[config.mk]
export PLATFORM = sky130hd
export DESIGN_NAME = ps2_poly_voice_alloc
export DESIGN_NICKNAME = d
export VERILOG_FILES = /design/src/rtl/ps2_poly_voice_alloc.sv
export SDC_FILE = /design/constraint.sdc
export NUM_CORES = 1
export LEC_CHECK = 0
export ABC_CLOCK_PERIOD_IN_PS = 17200
export BUFFER_PORTS_ARGS = -buffer_cell sky130_fd_sc_hd__buf_2
export CAP_MARGIN = 20
export CORE_MARGIN = 8
export CORE_UTILIZATION = 60
export DETAILED_ROUTE_END_ITERATION = 7
export PLACE_DENSITY = 0.95
export SLEW_MARGIN = 20
export SYNTH_ARGS = -nofsm -noshare
export SYNTH_HDL_FRONTEND = slang
export SYNTH_SLANG_ARGS = --single-unit
[constraint.sdc]
create_clock -name CLOCK_50 -period 17.2 [get_ports CLOCK_50]
set_input_delay 5.16 -clock CLOCK_50 [delete_from_list [all_inputs] [get_ports CLOCK_50]]
set_output_delay 5.16 -clock CLOCK_50 [all_outputs]
set_load 0.01 [all_outputs]
[src/rtl/ps2_poly_voice_alloc.sv]
`default_nettype none
// ============================================================================
// Module   : ps2_poly_voice_alloc
// Purpose  : PS/2 set-2 byte parser feeding a polyphonic voice allocator
//            that provides per-voice gate, key code and a linear release ramp.
// Revision : 1.0 - initial release
// ============================================================================
module ps2_poly_voice_alloc #(
    parameter int NUM_VOICES  = 4,
    parameter int AMP_W       = 32,
    parameter int AMP_ON      = 5000000,
    parameter int DECAY_STEP  = 50000,
    parameter int RELEASE_DIV = 50000,
    parameter int STEAL       = 1
) (
    input  logic                        CLOCK_50,
    input  logic                        reset,
    input  logic [7:0]                  keyboard_data,
    input  logic                        data_received_en,
    output logic [NUM_VOICES-1:0]       voice_active,
    output logic [9*NUM_VOICES-1:0]     voice_code,
    output logic [AMP_W*NUM_VOICES-1:0] amplitude,
    output logic                        note_drop
);

    localparam int IDX_W = $clog2(NUM_VOICES);
    localparam int PRE_W = (RELEASE_DIV > 1) ? $clog2(RELEASE_DIV) : 1;
    localparam logic [IDX_W-1:0] c_age_max = IDX_W'(NUM_VOICES - 1);
    localparam logic [PRE_W-1:0] c_pre_max = PRE_W'(RELEASE_DIV - 1);
    localparam logic [AMP_W-1:0] c_amp_on  = AMP_W'(AMP_ON);
    localparam logic [AMP_W-1:0] c_decay   = AMP_W'(DECAY_STEP);

    typedef enum logic [1:0] {
        P_IDLE    = 2'd0,
        P_EXT     = 2'd1,
        P_BRK     = 2'd2,
        P_EXT_BRK = 2'd3
    } parse_state_t;

    parse_state_t            r_state, w_state_nx;
    logic                    w_make, w_brk, w_ignore;
    logic [8:0]              w_ev_code;

    logic [NUM_VOICES-1:0]   r_active;
    logic [8:0]              r_code [NUM_VOICES];
    logic [AMP_W-1:0]        r_amp  [NUM_VOICES];
    logic [IDX_W-1:0]        r_age  [NUM_VOICES];
    logic [PRE_W-1:0]        r_pre;
    logic                    r_drop;

    logic                    w_hit, w_free_found, w_rel_found, w_old_found, w_tgt_found;
    logic [IDX_W-1:0]        w_free_idx, w_rel_idx, w_old_idx, w_old_age, w_tgt_idx;
    logic                    w_do_make, w_drop, w_tick;

    assign w_ignore = (keyboard_data == 8'h00) || (keyboard_data == 8'hAA) ||
                      (keyboard_data == 8'hEE) || (keyboard_data == 8'hFA) ||
                      (keyboard_data == 8'hFE) || (keyboard_data == 8'hFF);

    always_ff @(posedge CLOCK_50 or posedge reset) begin
        if (reset) r_state <= P_IDLE;
        else       r_state <= w_state_nx;
    end

    always_comb begin
        w_state_nx = r_state;
        w_make     = 1'b0;
        w_brk      = 1'b0;
        w_ev_code  = {1'b0, keyboard_data};
        if (data_received_en) begin
            case (r_state)
                P_IDLE: begin
                    if (keyboard_data == 8'hE0)      w_state_nx = P_EXT;
                    else if (keyboard_data == 8'hF0) w_state_nx = P_BRK;
                    else if (!w_ignore)              w_make     = 1'b1;
                end
                P_EXT: begin
                    if (keyboard_data == 8'hF0) begin
                        w_state_nx = P_EXT_BRK;
                    end else begin
                        w_make     = 1'b1;
                        w_ev_code  = {1'b1, keyboard_data};
                        w_state_nx = P_IDLE;
                    end
                end
                P_BRK: begin
                    w_brk      = 1'b1;
                    w_state_nx = P_IDLE;
                end
                default: begin
                    w_brk      = 1'b1;
                    w_ev_code  = {1'b1, keyboard_data};
                    w_state_nx = P_IDLE;
                end
            endcase
        end
    end

    // Descending scan so the lowest-index candidate is the one kept.
    always_comb begin
        w_hit        = 1'b0;
        w_free_found = 1'b0;
        w_free_idx   = '0;
        w_rel_found  = 1'b0;
        w_rel_idx    = '0;
        for (int i = NUM_VOICES - 1; i >= 0; i--) begin
            if (r_active[i] && (r_code[i] == w_ev_code)) w_hit = 1'b1;
            if (!r_active[i] && (r_amp[i] == '0)) begin
                w_free_found = 1'b1;
                w_free_idx   = IDX_W'(i);
            end
            if (!r_active[i]) begin
                w_rel_found = 1'b1;
                w_rel_idx   = IDX_W'(i);
            end
        end
    end

    // Ascending scan with strict compare: equal ages resolve to the lowest index.
    always_comb begin
        w_old_found = 1'b0;
        w_old_idx   = '0;
        w_old_age   = '0;
        for (int i = 0; i < NUM_VOICES; i++) begin
            if (r_active[i] && (!w_old_found || (r_age[i] > w_old_age))) begin
                w_old_found = 1'b1;
                w_old_idx   = IDX_W'(i);
                w_old_age   = r_age[i];
            end
        end
    end

    always_comb begin
        w_tgt_found = 1'b1;
        w_tgt_idx   = w_free_idx;
        if (!w_free_found) begin
            if (w_rel_found)                     w_tgt_idx = w_rel_idx;
            else if ((STEAL != 0) && w_old_found) w_tgt_idx = w_old_idx;
            else                                 w_tgt_found = 1'b0;
        end
    end

    assign w_do_make = w_make && !w_hit && w_tgt_found;
    assign w_drop    = w_make && !w_hit && !w_tgt_found;
    assign w_tick    = (r_pre == c_pre_max);

    always_ff @(posedge CLOCK_50 or posedge reset) begin
        if (reset) begin
            r_pre    <= '0;
            r_drop   <= 1'b0;
            r_active <= '0;
            for (int i = 0; i < NUM_VOICES; i++) begin
                r_code[i] <= '0;
                r_amp[i]  <= '0;
                r_age[i]  <= '0;
            end
        end else begin
            r_pre  <= w_tick ? '0 : r_pre + 1'b1;
            r_drop <= w_drop;
            for (int i = 0; i < NUM_VOICES; i++) begin
                if (w_tick && !r_active[i])
                    r_amp[i] <= (r_amp[i] > c_decay) ? r_amp[i] - c_decay : '0;
                if (w_do_make && (w_tgt_idx == IDX_W'(i))) begin
                    r_active[i] <= 1'b1;
                    r_code[i]   <= w_ev_code;
                    r_amp[i]    <= c_amp_on;
                    r_age[i]    <= '0;
                end else if (w_do_make && r_active[i] && (r_age[i] != c_age_max)) begin
                    r_age[i] <= r_age[i] + 1'b1;
                end
                if (w_brk && r_active[i] && (r_code[i] == w_ev_code))
                    r_active[i] <= 1'b0;
            end
        end
    end

    assign voice_active = r_active;
    assign note_drop    = r_drop;

    generate
        for (genvar g = 0; g < NUM_VOICES; g++) begin : g_pack
            assign voice_code[9*g +: 9]        = r_code[g];
            assign amplitude[AMP_W*g +: AMP_W] = r_amp[g];
        end
    endgenerate

endmodule
`default_nettype wire
## Word level (Yosys, flattened, before mapping)

Index checks and enable logic that the tools add are counted.

| word-level totals | value |
|---|---|
| flip-flop bits (word level) | 195 |
| bits of input ports | 11 |
| output and inout port bits | 169 |
| word-level logic and storage cells | 214 |

| cells by class | value |
|---|---|
| add/subtract/negate cells | 9 |
| order comparisons | 7 |
| eq/ne operators | 22 |
| muxes and demuxes | 80 |
| reductions and logical operators | 77 |

Operator list:

| cell | number |
|---|---|
| $mux 32 | 12 |
| $gt 32x16->1 const B | 4 |
| $logic_not 32->1 | 4 |
| $sub 32x16->32 const B | 4 |
| $eq 8x8->1 const B | 7 |
| $mux 2 | 27 |
| $logic_and 1x1->1 | 38 |
| $eq 9x9->1 | 4 |
| $mux 1 | 35 |
| $reduce_bool 2->1 | 12 |
| $mux 9 | 2 |
| $pmux 9 s2 | 1 |
| $add 16x1->16 const B | 1 |
| $eq 16x16->1 const B | 1 |
| $mux 16 | 1 |
| $logic_not 1->1 | 9 |
| $add 2x1->2 const B | 4 |
| $logic_not 8->1 | 1 |
| $logic_or 1x1->1 | 8 |
| $ne 2x2->1 const B | 4 |
| $eq 2x2->1 const B | 3 |
| $gt 2x2->1 | 3 |
| $eq 2x1->1 const B | 2 |
| $logic_not 2->1 | 2 |
| other kinds (5) | 6 |

## Depth between registers and ports, before layout

Gate-level depths: netlist (run 1).

| depth | value |
|---|---|
| depth in word-level cells | 21 |
| depth in mapped cells | 24 |
| depth with buffers taken out | 21 |

## Worst setup path before layout (run 1)

OpenSTA, ideal clock, no wires.

| path | value |
|---|---|
| kind | input -> register |
| from | in keyboard_data[1] |
| to | reg r_code, in the netlist voice_code[26] |
| setup time | 128 ps |
| arrival | 7483 ps |
| data required time | 17072 ps |
| path slack | 9589 ps |
| stages | 9 |
| buffers on the path | 2 |
| cell sequence | buf_6 > nor4_4 > and3_4 > mux2_1 > o211ai_2 > or4_1 > nor3_2 > buf_4 > mux2_1 |

| between the ends | value |
|---|---|
| cells in the longest elaborated chain, start to end | 14 |
| elaborated cells between the ends (all ways) | 38 |
| classes of those cells | eq/ne (11); mux (13); reduce/logical (14) |

Ends and longest elaborated chain:

| element | line | RTL |
|---|---|---|
| from (decl) | 18 | `input logic [7:0] keyboard_data,` |
| $eq 8x8->1, or another cell as far along | 73, 77 |  |
| $mux 9 / $logic_or 1x1->1 (equally long branches) | 77, 55 |  |
| $pmux 9 s2 / $logic_or 1x1->1 (equally long branches) | 70, 55 |  |
| $mux 9 / $logic_or 1x1->1 (equally long branches) | 69, 56 |  |
| $eq 9x9->1 / $logic_or 1x1->1 (equally long branches) | 106, 56 |  |
| $logic_and 1x1->1 / $logic_or 1x1->1 (equally long branches) | 106, 57 |  |
| $mux 1 (on tied branches) | 106, 74 |  |
| $mux 1 (on tied branches) | 106, 73 |  |
| $mux 1 (on tied branches) | 106, 72 |  |
| $mux 1 / $pmux 1 s2 (equally long branches) | 106, 70 |  |
| $logic_not 1->1 / $mux 1 (equally long branches) | 142, 69 |  |
| $logic_and 1x1->1 (2 in series) | 142 | `assign w_do_make = w_make && !w_hit && w_tgt_found;` |
| $logic_and 1x1->1 | 162 | `if (w_do_make && (w_tgt_idx == IDX_W'(i))) begin` |
| to (signal, indexed assignment) | 164 | `r_code[i] <= w_ev_code;` |
| to (decl) | 45 | `logic [8:0] r_code [NUM_VOICES];` |

Several ways; a longest one is shown, not always the timed one.
A chain may end at the register's enable or synchronous reset.

## Worst setup path in the final report (run 1)

| path | value |
|---|---|
| from | in keyboard_data[0] |
| to | reg r_code, in the netlist voice_code[35] |

The elaborated chain is that of the path after synthesis.

==> out/metrics.csv, run 1 <==
stage,metric,value,unit
status,status,finished clean,
power,switching share of total power,44.19,%
yosys,Async SR Flop Fraction,100.0,%
worst_setup_path,crit path DAT,8.39,ns
sta,final worst-path cycle share,46.96,%
sta,setup slack after layout,9.123,ns
die,IO Count,180,
die,FP Rows,47,
clock_network,TritonCTS clock tree,built,
global_routing,global-route usage over all layers,24.50,%
clock_network,H-tree levels,4,
yosys,top cell type by total area after synthesis,dfrtp_1,
clock_network,clk_lat worst skew,0.42,ns
worst_setup_path,Setup crit end kind,flip-flop,
yosys,"EDFF count, synth",0,
sta,final worst path period need,8.077,ns
finish,share of post-route cells with drive strength above 1,21.26,%
clock_network,hold_buf cts,0,
yosys,Yosys Warn Count,0,
global_routing,largest net degree at the start of global routing,101,
yosys,synth top area cells,"dfrtp_1 (44%), xor2_1 (5.7%), xnor2_1 (5.3%)",
die,Die Width,146.0,µm
placement,HPWL reported at the end of detailed placement,18860,µm
sta,Final setup viols,0,
drt,DRC Markers,0,
die,die area,21320,µm²
global_routing,first-pass GRT wire length,43290,µm
worst_setup_path,Critical Path RT,17.51,ns
global_routing,initial antenna violation count,0,
yosys,"Primary FF master, synth",dfrtp_1,
worst_setup_path,type of origin of the critical path,input port,
placement,pre-CTS setup slack,8.767,ns
placement,# port buffers,163,
clock_network,TritonCTS Buffers,17,
drt,met3 wire length,2195,µm
global_routing,number of global-route vias before repair,8576,
power,PwrDens,180.2,nW/µm²
sta,RSZ-0062 raised after global routing,false,
die,starting density of the core,61.15,%
yosys,synthesized area per cell,9.798,µm²
power,VDD IR max,0.0001492,V
die,core area,16580,µm²
drt,number of DRC markers in iteration 0,512,
flow_run,Max-Cap Viols,0,
finish,P&R area growth vs syn,14.52,%
clock_network,clock slew at reported path FFs,0.06,ns
sta,setup_tns,0,ns
worst_hold_path,min-delay worst type,reg2reg,
yosys,"top cells by count, synth","dfrtp_1 (179), nor2_1 (124), nor3_1 (72), xor2_1 (66)",
sta,Fmax,0.1238,GHz
yosys,Synth Instances,1035,
drt,Via density,6.030,
die,Die Ht,146.0,µm
power,net switching power,0.0009248,W
finish,"Net count, final",1212,
yosys,post-synth top area share,44.17,%
clock_network,post-CTS setup buffers,0,
yosys,sequential area share after synthesis,44.17,%
worst_setup_path,WS Path Type,in2reg,
yosys,Yosys cell types,74,
yosys,Post-Synthesis Cell Area,10140,µm²
power,proportion of power drawn by flip-flops and latches,29.8,%
clock_network,CTS sink cnt,179,
clock_network,clk buf depth,2,
sta,clk_skew,0.008161,ns
power,clock group share of total power,19.5,%
drt,post-route ant nets,0,
drt,routed length on met2,12770,µm
power,P_int,0.001168,W
yosys,Synth Register Bits,179,
drt,Highest Signal Layer,met4,
drt,vias,8502,
sta,Rel. slew slack,32.84,%
clock_network,CTS root buffer,clkbuf_16,
placement,RePlAce Congestion,0.9662,
power,Comb power frac,50.7,%
sta,"Slew Viols, Final",0,
power,P_leak,5.220,nW
clock_network,cts repair resizes,0,
sta,Hold WS,0.4581,ns
worst_setup_path,"Max FO, Critical Path",24,
drt,Wirelength per Cell,18.63,µm
finish,n_diodes,0,
sta,final hold violations,0,
global_routing,overflow left after global routing,0,
finish,"Core Util, Final",70.03,%
drt,TritonRoute pass-1 iters,5,
drt,wl on met1,10840,µm
drt,routed wire length,26260,µm
sta,worst slew pin tran,1.007,ns
yosys,top-count cell post-synth,dfrtp_1,
## power by group through the flow
stage | Combinational [W] | Sequential [W] | Clock, W
3_3_place_gp | 0.00101 | 0.000622 | 0
5_1_grt | 0.00115 | 0.000636 | 0.000428
4_1_cts | 0.00106 | 0.000622 | 0.000414
2_1_floorplan | 0.000799 | 0.000636 | 0
3_5_place_dp | 0.00105 | 0.000628 | 0
6_report | 0.00106 | 0.000625 | 0.000408
## routing by layer
| metal | GRT usage (%) | vias to the layer above |
|---|---|---|
| li1 | - | 3918 |
| met5 | 0 | - |
| met3 | 6.810 | 49 |
| met4 | 8.140 | 0 |
| met2 | 40.93 | 383 |
| met1 | 30.06 | 4152 |
## worst max-delay path, stage by stage
cell	delay, ns
buf_2	0.19
nor4_4	0.42
a31oi_2	0.23
xor2_1	0.25
o22ai_1	0.27
nor4_4	0.49
and4_1	0.96
mux2_2	0.41
## registers in the layout, indices dropped and copies added, names as in the netlist
| signal | count |
|---|---|
| amplitude | 112 |
| note_drop | 1 |
| r_age | 8 |
| r_pre | 16 |
| r_state | 2 |
| voice_active | 4 |
| voice_code | 36 |
## path summary, 6_finish.rpt
path	from	to	slack, ns	depth (start not counted)
max	keyboard_data[0]	voice_code[35]	9.12	8
max in group asynchronous	reset	amplitude[119]	10.73	3
min in group asynchronous	reset	amplitude[53]	4.93	2
min	r_pre[0]	r_pre[0]	0.46	1
min reg2reg	r_pre[0]	r_pre[0]	0.46	1
max reg2reg	voice_active[0]	amplitude[42]	11.51	21
## cell families (layout without fill, tap and decap cells)
| kind of cell | after synthesis | in the layout | share of synthesized area (%) |
|---|---|---|---|
| simple gates | 440 | 440 | 23.59 |
| other cells | 1 | 17 | 0.03698 |
| flops | 179 | 179 | 44.17 |
| compound gates | 142 | 142 | 9.278 |
| mux | 44 | 44 | 4.873 |
| buf+inv | 79 | 218 | 4.244 |
| fa+ha+maj | 23 | 23 | 2.838 |
| xor+xnor | 127 | 127 | 10.97 |
## final cells by class
| type | count | area [µm²] |
|---|---|---|
| multi-input combinational | 793 | 5313 |
| fill | 1226 | 4970 |
| sequential | 179 | 4479 |
| timing repair buffer | 169 | 860.8 |
| clock buffer | 18 | 429.2 |
| tap | 220 | 275.3 |
| clock inverter | 13 | 183.9 |
| inverter | 18 | 72.57 |
## per-stage QoR
stage	total power [W]	cells	area [µm²]
after floorplan	0.001435	1051	10200
after global placement	0.001631	1379	11000
after detailed placement	0.001676	1379	11000
after CTS	0.002092	1410	11610
after global routing	0.002216	1410	11610
final	0.002093	1410	11610
## cell usage in the layout (no fill, tap or decap), types with 5 or more instances in the layout
| cell type | netlist | final |
|---|---|---|
| buf_2 | 14 | 163 |
| a21oi_1 | 28 | 28 |
| mux2_2 | 29 | 29 |
| conb_1 | 1 | 17 |
| and2_1 | 8 | 8 |
| xnor2_1 | 61 | 61 |
| a211o_1 | 6 | 6 |
| nor2_1 | 124 | 124 |
| clkbuf_16 | 0 | 17 |
| or3_1 | 8 | 8 |
| nand3_1 | 16 | 16 |
| buf_4 | 21 | 6 |
| ha_1 | 23 | 23 |
| o21a_1 | 9 | 9 |
| nor2b_1 | 23 | 23 |
| nor4_1 | 41 | 41 |
| inv_1 | 18 | 17 |
| nand2b_1 | 15 | 15 |
| o21ai_0 | 45 | 45 |
| o211ai_1 | 8 | 8 |
| o21bai_1 | 5 | 5 |
| nand3b_1 | 6 | 6 |
| or4_1 | 8 | 8 |
| mux2_1 | 10 | 10 |
| nor3b_1 | 6 | 6 |
| nand2_1 | 61 | 61 |
| o311ai_0 | 10 | 10 |
| nor3_1 | 72 | 72 |
| nand4_1 | 10 | 10 |
| dfrtp_1 | 179 | 179 |
| xor2_1 | 66 | 66 |
| nor4b_1 | 8 | 8 |
Note: power is estimated with default switching activity, not from simulation.
==> inputs of run 2 (changes only) <==
--- a/config.mk
+++ b/config.mk
@@ -5,13 +5,13 @@
 export SDC_FILE = /design/constraint.sdc
 export NUM_CORES = 1
 export LEC_CHECK = 0
-export ABC_CLOCK_PERIOD_IN_PS = 17200
+export ABC_CLOCK_PERIOD_IN_PS = 6500
 export BUFFER_PORTS_ARGS = -buffer_cell sky130_fd_sc_hd__buf_2
 export CAP_MARGIN = 20
 export CORE_MARGIN = 8
-export CORE_UTILIZATION = 60
+export CORE_UTILIZATION = 51
 export DETAILED_ROUTE_END_ITERATION = 7
-export PLACE_DENSITY = 0.95
+export PLACE_DENSITY = 0.89
 export SLEW_MARGIN = 20
 export SYNTH_ARGS = -nofsm -noshare
 export SYNTH_HDL_FRONTEND = slang
==> constraint.sdc (replaced) <==
create_clock -name CLOCK_50 -period 6.5 [get_ports CLOCK_50]
set_input_delay 1.95 -clock CLOCK_50 [delete_from_list [all_inputs] [get_ports CLOCK_50]]
set_output_delay 1.95 -clock CLOCK_50 [all_outputs]
set_load 0.01 [all_outputs]
==> out/metrics.csv, run 2 (same netlist as run 1, synthesis figures left out) <==
stage,metric,value,unit
flow_run,Max-Cap Viols,0,
global_routing,largest net degree at the start of global routing,180,
worst_setup_path,"slowest stage delay, CP",0.66,ns
worst_setup_path,type of origin of the critical path,flip-flop,
global_routing,number of global-route vias before repair,8606,
worst_setup_path,R2R depth,20,
sta,final worst path period need,5.823,ns
clock_network,H-tree levels,4,
worst_setup_path,WS Path Type,reg2reg,
global_routing,overflow left after global routing,0,
sta,clk_skew,0.01322,ns
power,proportion of power drawn by flip-flops and latches,30.1,%
drt,TritonRoute pass-1 iters,5,
clock_network,CTS sink cnt,179,
worst_setup_path,Worst R2R End,amplitude[39],
clock_network,CTS root buffer,clkbuf_16,
drt,DRC Markers,0,
global_routing,first-pass GRT wire length,43040,µm
power,net switching power,0.002409,W
finish,"Net count, final",1212,
worst_setup_path,crit path DAT,6.11,ns
worst_setup_path,Setup crit end kind,flip-flop,
placement,# port buffers,163,
drt,vias,8459,
placement,pre-CTS setup slack,0.8329,ns
finish,share of post-route cells with drive strength above 1,21.26,%
sta,RSZ-0062 raised after global routing,false,
die,starting density of the core,52.11,%
global_routing,global-route usage over all layers,21.38,%
finish,"commonest non-fill, non-tap cell in the layout",dfrtp_1,
worst_setup_path,Crit. Startpoint,voice_active[0],
worst_hold_path,Hold Path End,r_pre[0],
finish,"commonest cells after routing, fill and taps aside","dfrtp_1 (179), buf_2 (163), nor2_1 (124), nor3_1 (72), xor2_1 (66)",
drt,routed wire length,26010,µm
worst_hold_path,Worst Hold Launch,r_pre[0],
power,PwrDens,468.4,nW/µm²
sta,Rel. slew slack,27.91,%
power,Comb power frac,51.8,%
status,status,finished clean,
drt,post-route ant nets,0,
power,switching share of total power,44.21,%
clock_network,TritonCTS clock tree,built,
worst_setup_path,Critical Path Most Common Cell,o21ai_0,
clock_network,hold_buf cts,0,
finish,max FFs per register,112,
die,Die Ht,157.0,µm
worst_hold_path,min-delay worst type,reg2reg,
sta,worst slew pin tran,1.081,ns
worst_setup_path,Slowest cell on crit path,o21ai_0,
power,VDD IR max,0.0004980,V
die,core area,19460,µm²
worst_setup_path,worst r2r src,voice_active[0],
sta,setup_tns,0,ns
placement,HPWL reported at the end of detailed placement,18530,µm
clock_network,clk buf depth,2,
worst_setup_path,"Max FO, Critical Path",18,
global_routing,initial antenna violation count,1,
sta,final worst-path cycle share,89.59,%
finish,Non-Filler Instances,1456,
drt,Via density,5.810,
finish,P&R area growth vs syn,14.71,%
worst_setup_path,Crit path max-delay family,compound AO/OA/AOI/OAI gates,
clock_network,clock slew at reported path FFs,0.07,ns
power,P_int,0.003040,W
die,FP Rows,51,
sta,Fmax,0.1717,GHz
worst_setup_path,flop2flop setup slack,0.68,ns
placement,RePlAce Congestion,0.9238,
die,IO Count,180,
sta,"Slew Viols, Final",0,
die,Die Width,157.0,µm
drt,Wirelength per Cell,17.87,µm
sta,setup slack after layout,0.6765,ns
clock_network,cts repair resizes,0,
sta,Final setup viols,0,
placement,dpl cells,1424,
finish,"Core Util, Final",59.77,%
drt,number of DRC markers in iteration 0,500,
power,P_leak,5.194,nW
power,clock group share of total power,18.0,%
sta,final hold violations,0,
worst_setup_path,crit-path cells,nand2_1 -> ha_1 -> nor2b_1 -> o21ai_0 -> a21oi_1 -> nor2_1 -> a21oi_1 -> ha_1 -> nor2b_1 -> o21a_1 -> o21ai_0 -> mux2_2 -> ha_1 -> nand2_1 -> o21ai_0 -> a41oi_1 -> or3_1 -> o21ai_0 -> a21o_1 -> nor2_1,
worst_setup_path,Critical Path RT,6.78,ns
die,die area,24650,µm²
clock_network,TritonCTS Buffers,17,
worst_setup_path,Worst Path Buf+Inv,0,
worst_hold_path,hold path depth,1,
clock_network,clk_lat worst skew,0.43,ns
clock_network,post-CTS setup buffers,0,
==> run 2: metal layers <==
layer	vias to the layer above	GRT usage, %	wire length (µm)
met5	-	0	0
met1	4170	27.05	10850
li1	3924	-	-
met2	318	34.83	12610
met4	0	7.026	402
met3	47	5.923	2146
==> run 2: through the flow <==
| step | hold WS, ns | area, µm² | total power [W] |
|---|---|---|---|
| detailed placement | 0.4585 | 11080 | 0.004465 |
| CTS | 0.4668 | 11630 | 0.005472 |
| global route | 0.4797 | 11630 | 0.005825 |
| global placement | 0.4436 | 11080 | 0.004346 |
| finish | 0.4598 | 11630 | 0.005449 |
| floorplan | 0.4329 | 10200 | 0.003797 |
==> run 2: power groups by stage <==
stage | Clock [W] | Sequential, W | Combinational, W
CTS | 0.00100 | 0.00164 | 0.00283
global route | 0.00105 | 0.00168 | 0.00310
finish | 0.000983 | 0.00164 | 0.00282
floorplan | 0 | 0.00168 | 0.00211
global placement | 0 | 0.00164 | 0.00270
detailed placement | 0 | 0.00166 | 0.00281
==> run 2: layout make-up <==
class | count | area [µm²]
Timing Repair Buffer | 169 | 885.9
Sequential cell | 179 | 4479
Multi-Input combinational cell | 793 | 5313
Clock inverter | 12 | 106.4
Antenna cell | 1 | 2.502
Fill cell | 1611 | 7830
Clock buffer | 19 | 442.9
Inverter | 18 | 71.32
Tap cell | 265 | 331.6
==> run 2: worst max path at each step <==
stage               depth (start not counted)             to
detailed placement                         20  amplitude[39]
global route                               20  amplitude[56]
finish                                     20  amplitude[39]
CTS                                        20  amplitude[39]
floorplan                                  22  amplitude[44]
global placement                           19  amplitude[45]
==> run 2: worst reg2reg max path: stages, from the launching register on <==
cell	delay [ns]
dfrtp_1	0.59
nand2_1	0.16
ha_1	0.33
nor2b_1	0.14
o21ai_0	0.12
a21oi_1	0.30
nor2_1	0.08
a21oi_1	0.19
ha_1	0.28
nor2b_1	0.14
o21a_1	0.17
o21ai_0	0.32
mux2_2	0.39
ha_1	0.28
nand2_1	0.06
o21ai_0	0.10
a41oi_1	0.16
or3_1	0.48
o21ai_0	0.66
a21o_1	0.60
nor2_1	0.14
==> inputs of run 3 (changes only) <==
--- a/config.mk
+++ b/config.mk
@@ -9,9 +9,10 @@
 export BUFFER_PORTS_ARGS = -buffer_cell sky130_fd_sc_hd__buf_2
 export CAP_MARGIN = 20
 export CORE_MARGIN = 8
-export CORE_UTILIZATION = 51
+export CORE_UTILIZATION = 42
+export CTS_CLUSTER_SIZE = 10
 export DETAILED_ROUTE_END_ITERATION = 7
-export PLACE_DENSITY = 0.89
+export PLACE_DENSITY = 0.71
 export SLEW_MARGIN = 20
 export SYNTH_ARGS = -nofsm -noshare
 export SYNTH_HDL_FRONTEND = slang
==> out/metrics.csv, run 3 (same netlist as run 1, synthesis figures left out) <==
stage,metric,value,unit
clock_network,H-tree levels,4,
worst_setup_path,"Max FO, Critical Path",18,
global_routing,global-route usage over all layers,17.87,%
global_routing,first-pass GRT wire length,42550,µm
clock_network,TritonCTS Buffers,17,
placement,HPWL reported at the end of detailed placement,18700,µm
clock_network,CTS root buffer,clkbuf_16,
sta,final worst-path cycle share,86.48,%
worst_setup_path,Crit path max-delay family,compound AO/OA/AOI/OAI gates,
sta,Rel. slew slack,31.60,%
power,P_leak,5.233,nW
die,IO Count,180,
finish,P&R area growth vs syn,15.93,%
drt,routed wire length,26070,µm
clock_network,hold_buf cts,0,
drt,number of DRC markers in iteration 0,513,
die,Die Ht,171.4,µm
clock_network,CTS sink cnt,179,
die,core area,24030,µm²
global_routing,number of global-route vias before repair,8155,
drt,DRC Markers,0,
flow_run,Max-Cap Viols,0,
finish,"commonest non-fill, non-tap cell in the layout",dfrtp_1,
worst_setup_path,WS Path Type,reg2reg,
worst_setup_path,Worst Path Buf+Inv,0,
sta,"Slew Viols, Final",0,
sta,setup_tns,0,ns
worst_setup_path,flop2flop setup slack,0.88,ns
finish,multi-input logic area,5313,µm²
sta,Fmax,0.1779,GHz
global_routing,largest net degree at the start of global routing,180,
placement,RePlAce Congestion,0.8620,
drt,Via density,5.385,
clock_network,clock slew at reported path FFs,0.07,ns
placement,pre-CTS setup slack,0.8936,ns
die,starting density of the core,42.19,%
sta,clk_skew,0.01494,ns
finish,"Net count, final",1213,
worst_setup_path,Critical Path Most Common Cell,o21ai_0,
worst_setup_path,Setup crit end kind,flip-flop,
sta,worst slew pin tran,1.026,ns
sta,RSZ-0062 raised after global routing,false,
finish,"commonest cells after routing, fill and taps aside","dfrtp_1 (179), buf_2 (163), nor2_1 (124), nor3_1 (72), xor2_1 (66)",
power,VDD IR max,0.0004671,V
die,die area,29370,µm²
placement,# port buffers,163,
sta,final hold violations,0,
sta,final worst path period need,5.621,ns
global_routing,overflow left after global routing,0,
status,status,finished clean,
clock_network,clk buf depth,2,
worst_setup_path,crit path DAT,5.90,ns
drt,Wirelength per Cell,17.19,µm
drt,TritonRoute pass-1 iters,6,
finish,max FFs per register,112,
finish,n_diodes,0,
worst_setup_path,Slowest cell on crit path,o21ai_0,
die,FP Rows,57,
finish,layout filler cell count,2237,
placement,dpl cell area,11150,µm²
finish,share of post-route cells with drive strength above 1,21.48,%
sta,Final setup viols,0,
die,Die Width,171.4,µm
worst_setup_path,"slowest stage delay, CP",0.62,ns
drt,post-route ant nets,0,
worst_setup_path,Critical Path RT,6.78,ns
sta,setup slack after layout,0.8787,ns
clock_network,clk_lat worst skew,0.43,ns
worst_setup_path,type of origin of the critical path,flip-flop,
finish,FF/Latch Area,4479,µm²
clock_network,TritonCTS clock tree,built,
global_routing,initial antenna violation count,1,
power,PwrDens,467.6,nW/µm²
clock_network,cts repair resizes,0,
finish,"Design Area, Final",11760,µm²
worst_setup_path,crit-path cells,nand2_1 -> ha_1 -> nor2b_1 -> o21ai_0 -> a21oi_1 -> nor2_1 -> a21oi_1 -> ha_1 -> nor2b_1 -> o21a_1 -> o21ai_0 -> mux2_2 -> ha_1 -> nand2_1 -> o21ai_0 -> a41oi_1 -> or3_1 -> o21ai_0 -> a21o_1 -> nor2_1,
drt,vias,8163,
clock_network,post-CTS setup buffers,0,
worst_hold_path,min-delay worst type,reg2reg,
-- run 3: changes by cell type in the layout (fill, tap and decap cells not counted), sizes merged --
| cell | delta |
|---|---|
| diode | -1 |
| clkbuf | -2 |
| clkinv | -3 |
| buf | +1 |
| clkinvlp | -3 |
| bufinv | +1 |
| inv | +8 |
-- run 3: path summary, 6_finish.rpt --
kind,start,to,cells past startpoint
hold / removal,r_pre[0],r_pre[0],1
setup / recovery,voice_active[0],amplitude[61],20
min in group asynchronous,reset,voice_code[33],3
hold reg to reg,r_pre[0],r_pre[0],1
max in group asynchronous,reset,amplitude[92],3
setup reg to reg,voice_active[0],amplitude[61],20
-- run 3: worst register-to-register path, stage by stage, from the launching register on --
cell     delay, ns
dfrtp_1       0.58
nand2_1       0.14
ha_1          0.31
nor2b_1       0.12
o21ai_0       0.10
a21oi_1       0.27
nor2_1        0.07
a21oi_1       0.19
ha_1          0.28
nor2b_1       0.15
o21a_1        0.18
o21ai_0       0.31
mux2_2        0.38
ha_1          0.27
nand2_1       0.05
o21ai_0       0.10
a41oi_1       0.17
or3_1         0.48
o21ai_0       0.62
a21o_1        0.59
nor2_1        0.11
-- run 3: per-stage QoR --
step                      power, W  utilization (%)  cells  hold WS, ns
after detailed placement  0.004461            46.39   1484       0.4601
after CTS                 0.005559            48.91   1516       0.4692
after global routing      0.005871            48.91   1516       0.4923
after floorplan           0.003797                -   1051       0.4329
final                     0.005497            48.91   1516       0.4694
after global placement    0.004380            46.39   1484       0.4477
-- run 3: area by class of cell --
type | instances | area share [%]
Sequential cell | 179 | 38.10
Clock buffer | 17 | 3.619
Tap cell | 324 | 3.448
Inverter | 18 | 0.6066
Multi-Input combinational cell | 793 | 45.19
Clock inverter | 15 | 1.543
Timing Repair Buffer | 170 | 7.493
-- run 3: per-layer routing --
| metal | share of wire, % | global-route usage [%] | up-vias |
|---|---|---|---|
| met4 | 0.87 | 4.045 | 2 |
| li1 | - | - | 3934 |
| met1 | 44 | 22.80 | 3988 |
| met2 | 47 | 29.39 | 218 |
| met5 | 0.035 | 0 | - |
| met3 | 7.6 | 5.462 | 21 |
-- run 3: power breakdown --
group	leakage [nW]	switching [W]	internal, W
logic	2.72	0.00169	0.00110
registers	2.21	0.000267	0.00137
clock network	0.299	0.000489	0.000588
